<file path="src/rtl/led_pattern_ctrl.sv">
// LED bank sequencer: debounced mode/speed keys, step timebase and four display patterns.
// Optional macro LED_ACTIVE_LOW_EN inverts the led port for active-low LED drive.
`timescale 1ns/1ps
module led_pattern_ctrl #(
  parameter int unsigned TICK_MAX = 10000000,
  parameter int unsigned DEB_MAX  = 1000000
) (
  input  logic       sys_clk50,
  input  logic       rst_n,
  input  logic       key_mode,
  input  logic       key_speed,
  input  logic       pause,
  output logic [3:0] led,
  output logic [1:0] mode,
  output logic       step_tick
);

  typedef enum logic [1:0] {
    FLOW_L   = 2'b00,
    FLOW_R   = 2'b01,
    BLINK    = 2'b10,
    PINGPONG = 2'b11
  } mode_t;

  localparam logic [23:0] TICK_P   = 24'(TICK_MAX);
  localparam logic [19:0] DEB_LAST = 20'(DEB_MAX - 1);

  // Key path, bit 0 = mode key, bit 1 = speed key.
  logic [1:0]  key_raw;
  logic [1:0]  sync1_q, sync2_q;
  logic [1:0]  stable_q, stable_d1_q;
  logic [1:0]  armed_q;
  logic [1:0]  press;
  logic [19:0] deb_cnt_q [2];
  logic        mode_press, speed_press;

  assign key_raw = {key_speed, key_mode};

  // Synchronizers reset to "pressed" so armed_q only sets once a real
  // release has been observed; a key held through reset stays silent.
  always_ff @(posedge sys_clk50 or negedge rst_n) begin
    if (!rst_n) begin
      sync1_q     <= 2'b00;
      sync2_q     <= 2'b00;
      stable_q    <= 2'b11;
      stable_d1_q <= 2'b11;
      armed_q     <= 2'b00;
      for (int k = 0; k < 2; k++) deb_cnt_q[k] <= '0;
    end else begin
      sync1_q     <= key_raw;
      sync2_q     <= sync1_q;
      stable_d1_q <= stable_q;
      for (int k = 0; k < 2; k++) begin
        if (sync2_q[k]) armed_q[k] <= 1'b1;
        if (sync2_q[k] == stable_q[k]) begin
          deb_cnt_q[k] <= '0;
        end else if (deb_cnt_q[k] == DEB_LAST) begin
          stable_q[k]  <= sync2_q[k];
          deb_cnt_q[k] <= '0;
        end else begin
          deb_cnt_q[k] <= deb_cnt_q[k] + 20'd1;
        end
      end
    end
  end

  assign press       = armed_q & stable_d1_q & ~stable_q;
  assign mode_press  = press[0];
  assign speed_press = press[1];

  // Pattern scheduler state.
  mode_t       state_q, state_d;
  logic [3:0]  pat_q, pat_d;
  logic        dir_up_q, dir_up_d;
  logic [1:0]  speed_q, speed_d;
  logic [23:0] cnt_q, cnt_d;
  logic        tick_q, tick_d;
  logic [23:0] period;
  logic        term;

  assign period = TICK_P >> speed_q;
  // >= rather than == keeps the counter bounded if the period ever shrinks under it.
  assign term   = (cnt_q >= (period - 24'd1));

  function automatic logic [3:0] init_pat(input mode_t m);
    case (m)
      FLOW_R:  init_pat = 4'b1000;
      BLINK:   init_pat = 4'b1111;
      default: init_pat = 4'b0001;
    endcase
  endfunction

  function automatic mode_t next_mode(input mode_t m);
    case (m)
      FLOW_L:  next_mode = FLOW_R;
      FLOW_R:  next_mode = BLINK;
      BLINK:   next_mode = PINGPONG;
      default: next_mode = FLOW_L;
    endcase
  endfunction

  always_ff @(posedge sys_clk50 or negedge rst_n) begin
    if (!rst_n) begin
      state_q  <= FLOW_L;
      pat_q    <= 4'b0001;
      dir_up_q <= 1'b1;
      speed_q  <= 2'd0;
      cnt_q    <= '0;
      tick_q   <= 1'b0;
    end else begin
      state_q  <= state_d;
      pat_q    <= pat_d;
      dir_up_q <= dir_up_d;
      speed_q  <= speed_d;
      cnt_q    <= cnt_d;
      tick_q   <= tick_d;
    end
  end

  always_comb begin
    state_d  = state_q;
    pat_d    = pat_q;
    dir_up_d = dir_up_q;
    speed_d  = speed_q;
    cnt_d    = cnt_q;
    tick_d   = 1'b0;
    if (speed_press) begin
      speed_d = speed_q + 2'd1;
      cnt_d   = '0;
    end
    // A mode press overrides any step due in the same cycle.
    if (mode_press) begin
      state_d  = next_mode(state_q);
      pat_d    = init_pat(next_mode(state_q));
      dir_up_d = 1'b1;
      cnt_d    = '0;
    end else if (!speed_press && !pause) begin
      if (term) begin
        cnt_d  = '0;
        tick_d = 1'b1;
        case (state_q)
          FLOW_L: pat_d = {pat_q[2:0], pat_q[3]};
          FLOW_R: pat_d = {pat_q[0], pat_q[3:1]};
          BLINK:  pat_d = ~pat_q;
          default: begin
            if (dir_up_q) begin
              pat_d = pat_q << 1;
              if (pat_q[2]) dir_up_d = 1'b0;
            end else begin
              pat_d = pat_q >> 1;
              if (pat_q[1]) dir_up_d = 1'b1;
            end
          end
        endcase
      end else begin
        cnt_d = cnt_q + 24'd1;
      end
    end
  end

`ifdef LED_ACTIVE_LOW_EN
  assign led = ~pat_q;
`else
  assign led = pat_q;
`endif
  assign mode      = state_q;
  assign step_tick = tick_q;

endmodule

</file>
<file path="config.mk">
export PLATFORM = sky130hd
export DESIGN_NAME = led_pattern_ctrl
export DESIGN_NICKNAME = d
export VERILOG_FILES = /design/src/rtl/led_pattern_ctrl.sv
export SDC_FILE = /design/constraint.sdc
export NUM_CORES = 1
export LEC_CHECK = 0
export BUFFER_PORTS_ARGS = -buffer_cell sky130_fd_sc_hd__buf_2
export CAP_MARGIN = 40
export CELL_PAD_IN_SITES_DETAIL_PLACEMENT = 1
export CELL_PAD_IN_SITES_GLOBAL_PLACEMENT = 2
export CORE_UTILIZATION = 40
export CTS_BUF_LIST = sky130_fd_sc_hd__clkbuf_8 sky130_fd_sc_hd__clkbuf_16
export CTS_CLUSTER_SIZE = 12
export DETAILED_ROUTE_END_ITERATION = 16
export GPL_ROUTABILITY_DRIVEN = 0
export MAX_ROUTING_LAYER = met4
export PLACE_DENSITY_LB_ADDON = 0.1
export RECOVER_POWER = 100
export REMOVE_ABC_BUFFERS = 1
export SLEW_MARGIN = 20
export SYNTH_ARGS = -nofsm -noshare
export SYNTH_HDL_FRONTEND = slang
export SYNTH_SLANG_ARGS = --single-unit
export TNS_END_PERCENT = 20
</file>
<file path="constraint.sdc">
create_clock -name sys_clk50 -period 4.1 [get_ports sys_clk50]
set_input_delay 0.205 -clock sys_clk50 [delete_from_list [all_inputs] [get_ports sys_clk50]]
set_output_delay 0.205 -clock sys_clk50 [all_outputs]
set_load 0.01 [all_outputs]
</file>
Word-level counts from Yosys, hierarchy flattened
Cells that the tools add are included.

Flip-flop bits (word level): 84. Output and inout port bits: 7.

Add/subtract/negate cells: 5. Magnitude comparators: 1. Equality and inequality tests: 9. Shift operators: 1. Multiplexer cells: 26. Bitwise logic cells: 6. Reductions and logical operators: 12.

Operators by type and width (number): $mux 24 (4); $mux 20 (4); $add 20x1->20 const B (2); $eq 20x20->1 const B (2); $add 24x1->24 const B (1); $ge 24x24->1 (1); $shr 24x2->24 const A (1); $sub 24x1->24 const B (1); $mux 4 (4); $pmux 4 s3 (1); $mux 1 (10); $pmux 4 s2 (1); $pmux 2 s3 (1); $reduce_and 2->1 (3); $and 2x2->2 (2); $eq 2x1->1 const B (2); $eq 2x2->1 const B (2); $not 4->4 (1); $reduce_bool 2->1 (2); $reduce_and 3->1 (1); $reduce_bool 3->1 (1); $reduce_or 3->1 (1); $add 2x1->2 const B (1); $eq 1x1->1 (2); other kinds (7) (9).

Depth between registers and ports, before layout
Depth after elaboration: 6. Depth in mapped cells: 16.

Least setup slack after synthesis
No wires, ideal clock.

Path type: flip-flop to flip-flop. From: register speed_q[0]. To: register cnt_q[7]. Setup time: 0.069 ns. Arrival time: 2.916 ns. Data required time: 4.031 ns. Setup slack: 1.115 ns. Cell stages (with the launch flop): 13. Clock period less this slack: 2.985 ns. Cells stage by stage: dfrtp_1 -> inv_1 -> ha_1 -> nor4_1 -> xor2_1 -> ha_1 -> nand2_1 -> nor3_1 -> o311ai_1 -> nand2_1 -> or3_1 -> or4_1 -> nand3_1.

Word-level cells in the longest chain between the ends: 6.

Ends and longest elaborated chain: start: declaration (line 75) `logic [1:0] speed_q, speed_d;`; start signal: assignment (line 114) `speed_q <= speed_d;`; $shr 24x2->24 (line 81) `assign period = TICK_P >> speed_q;`; $sub 24x1->24 (line 83) `assign term = (cnt_q >= (period - 24'd1));`; $ge 24x24->1 (line 83); $mux 24 (line 138) `if (term) begin`; $mux 24 (line 137) `end else if (!speed_press && !pause) begin`; $mux 24 (line 132) `if (mode_press) begin`; end signal: assignment (line 115) `cnt_q <= cnt_d;`; end: declaration (line 76) `logic [23:0] cnt_q, cnt_d;`.

Every way passes these cells. A chain may end at the register's enable or synchronous reset.

Worst setup path in the final report
From: register speed_q[1]. To: register cnt_q[7].

Same word-level chain as after synthesis.

==> impl_metrics.toml <==
[setup_path]
timing.rr.end = "cnt_q[7]$_DFFE_PN0P_"
crit_fanout = 12
path_class = "flip-flop to flip-flop"
start_kind = "flip-flop"
path_delay_family = "simple AND/OR/NAND/NOR gates"
path_cells = "inv_1, ha_1, nor4_1, xor2_1, ha_1, nand2_1, nor3_1, o311ai_0, nand2_1, or3_1, or4_1, nand3_1"
reg2reg_slack_ns = 0.53
end_kind = "flip-flop"
path_buf_inv = 1
arrival_ns = 3.85
timing.rr.start = "speed_q[1]$_DFFE_PN0P_"
cp.required_ns = 4.38
slowest_delay_ns = 0.60
slowest_stage = "or3_1"
reg2reg_depth = 12

[routing]
vias_per_cell = 5.46
route.antenna.remaining_nets = 0
first_iter_violations = 147
drcViolationCount = 0
wl_per_cell_microns = 15.9
vias = 3645
dr.pass1.iters = 4
routed_wl_mm = 10.7

[timing]
hold_slack_ns = 0.353
min_period_ns = 3.57
tns_ns = 0
relSlewSlack = -1.09
worst_pin_slew_ns = 3.14
setup_violations = 0
hold_viol_final = 0
rsz0062_at_grt = "no"
max_freq_ghz = 0.280
finalMaxSlewViolations = 56
period_share = 0.870
skew_ns = 0.00835

[placed_design]
place_hpwl_mm = 7.59
portBuffers = 11
post-place-cells = 649

[cts]
cts_tree = "built"
cts_resized = 0
clk_pin_slew_ns = 0.07
cts.sink_count = 84
clockBufferDepth = 2
cts_inserted_buffers = 9
root_buffer = "clkbuf_16"
clk_latency_ns = 0.34
htree_num_levels = 3

[power]
ir_drop_v = 0.000255
p_leak_nw = 2.30
powerDensity_nw_per_um2 = 333

[die]
core_sq_um = 11500
io_pins = 12
start_util = 0.413
die_width_microns = 111
floorplan.rows = 39
die_h_microns = 111
dieArea_sq_um = 12300

[global_routing]
grt_pass1_vias = 3861
grt_pass1_wl_mm = 19.1
grt_max_degree = 56
grt.total_usage = 0.198
grt_overflow = 0
antenna_found_initial = 0

[final_layout]
antennaDiodeCount = 0
drive_gt1_frac = 0.0705
final_nets = 561
stdcell_count = 668
area_delta_synth_final_pct = 10.8

[synthesis]
ys_seq_area_frac = 0.445
ys_ff_latch = 84
syn_avg_cell_area_sq_um = 9.40
yosysTopAreaCell = "dfrtp_1"
yosys_most_used_dff = "dfrtp_1"
synthCells = 504
synth_area_sq_um = 4740
synth_edf_count = 0
yosys-top-cells-count = "dfrtp_1 (78), nor2_1 (66), nand2_1 (49)"
synth_area_leaders = "dfrtp_1 (41%), ha_1 (9.5%), nor2_1 (5.2%)"
ys_warn_count = 0
synth.most_common_cell = "dfrtp_1"
async_flop_share = 1.00
ys_types = 48
synth_top_area_share = 0.412

[hold_path]
worstHoldStart = "sync1_q[1]$_DFF_PN0_"
hp-class = "flip-flop to flip-flop"
hold_end = "sync2_q[1]$_DFF_PN0_"
hold_depth = 0

[outcome]
violations = "max-capacitance violations, max-slew violations"
status = "complete, but fails checks"

[job]
max_cap_violations = 1
[layout make-up]
cell class / count / area (sq um)
flip-flops and latches: 84 / 2110
multi-input cells: 380 / 2470
well taps: 143 / 179
inverters: 27 / 101
repair buffers: 18 / 100
clock buffers: 10 / 239
fillers: 1310 / 6220
clock inverters: 6 / 47.5
[layer usage]
metal  track usage  up-vias  routed length, microns
li1              -     1802                       -
met1         0.260     1800                    5210
met2         0.311       27                    5090
met3        0.0268       16                     167
met4        0.0756        0                     184
met5             -        -                       0
[registers in the layout, summed over array words and instances (netlist names)]
name and cells:
armed_q 2, speed_q 2, stable_q 2, mode 2, step_tick 1, stable_d1_q 2
dir_up_q 1, cnt_q 24, sync2_q 2, led 4, sync1_q 2, deb_cnt_q 40
[timing repair]
item,CTS,global route
endpoints found under the hold margin,52,0
buffers inserted,0,0
hold buffers,3,0
[report_power, final]
| group | internal [W] | switching [W] | total [W] |
|---|---|---|---|
| combinational | 0.0000327 | 0.0000573 | 0.0000900 |
| sequential | 0.000850 | 0.0000241 | 0.000874 |
| clock | 0.000431 | 0.000352 | 0.000783 |
| total | 0.00131 | 0.000433 | 0.00175 |
[stage by stage]
| step | util | worst slack (ns) | instance area, sq um | power [W] |
|---|---|---|---|---|
| 6_report | 0.458 | 0.535 | 5250 | 0.00175 |
| 5_1_grt | 0.458 | 0.169 | 5250 | 0.00182 |
| 4_1_cts | 0.460 | 0.506 | 5270 | 0.00178 |
| 3_5_place_dp | 0.432 | 0.532 | 4950 | 0.000981 |
| 3_3_place_gp | 0.432 | 0.633 | 4950 | 0.000977 |
| 2_1_floorplan | - | 0.470 | 4680 | 0.000936 |
[worst max-delay path by stage]
stage	from	endpoint	depth (start not counted)
4_1_cts	speed_q[1]$_DFFE_PN0P_	cnt_q[7]$_DFFE_PN0P_	12
2_1_floorplan	speed_q[0]$_DFFE_PN0P_	cnt_q[20]$_DFFE_PN0P_	12
5_1_grt	rst_n	deb_cnt_q[28]$_DFF_PN0_	2
3_3_place_gp	speed_q[0]$_DFFE_PN0P_	cnt_q[7]$_DFFE_PN0P_	12
6_report	speed_q[1]$_DFFE_PN0P_	cnt_q[7]$_DFFE_PN0P_	12
3_5_place_dp	speed_q[1]$_DFFE_PN0P_	cnt_q[7]$_DFFE_PN0P_	12
[layout by cell type (no fill, tap or decap), types with 4 or more instances in the layout]
cell	synthesis	final
clkinvlp_4	0	4
and4_1	5	5
nor2_1	66	66
dfrtp_1	78	78
ha_1	36	36
and3_1	8	8
xor2_1	28	28
buf_2	3	4
nand2_1	49	49
and2_1	6	5
o21ai_0	24	25
clkbuf_16	0	9
inv_1	27	27
nor4_1	4	4
o21a_1	4	4
a21oi_1	18	18
a41oi_1	4	4
nor3_1	7	7
xnor2_1	14	14
nand4_1	14	14
nand3_1	30	30
a31oi_1	6	6
mux2_2	4	4
or3_1	6	6
mux2i_1	11	11
clkbuf_1	10	8
[cells by family (layout without fill, tap and decap cells)]
group | Yosys count | in the layout | share of synthesized area
and+or+nand+nor | 209 | 209 | 0.212
DFF | 84 | 84 | 0.445
AOI/OAI and AO/OA | 78 | 78 | 0.104
xor gates and xnor gates | 42 | 42 | 0.0777
buffers and inverters | 40 | 61 | 0.0325
adders and majority gates | 36 | 36 | 0.0951
muxes | 15 | 15 | 0.0328
Note: power is estimated with default switching activity, not from simulation.
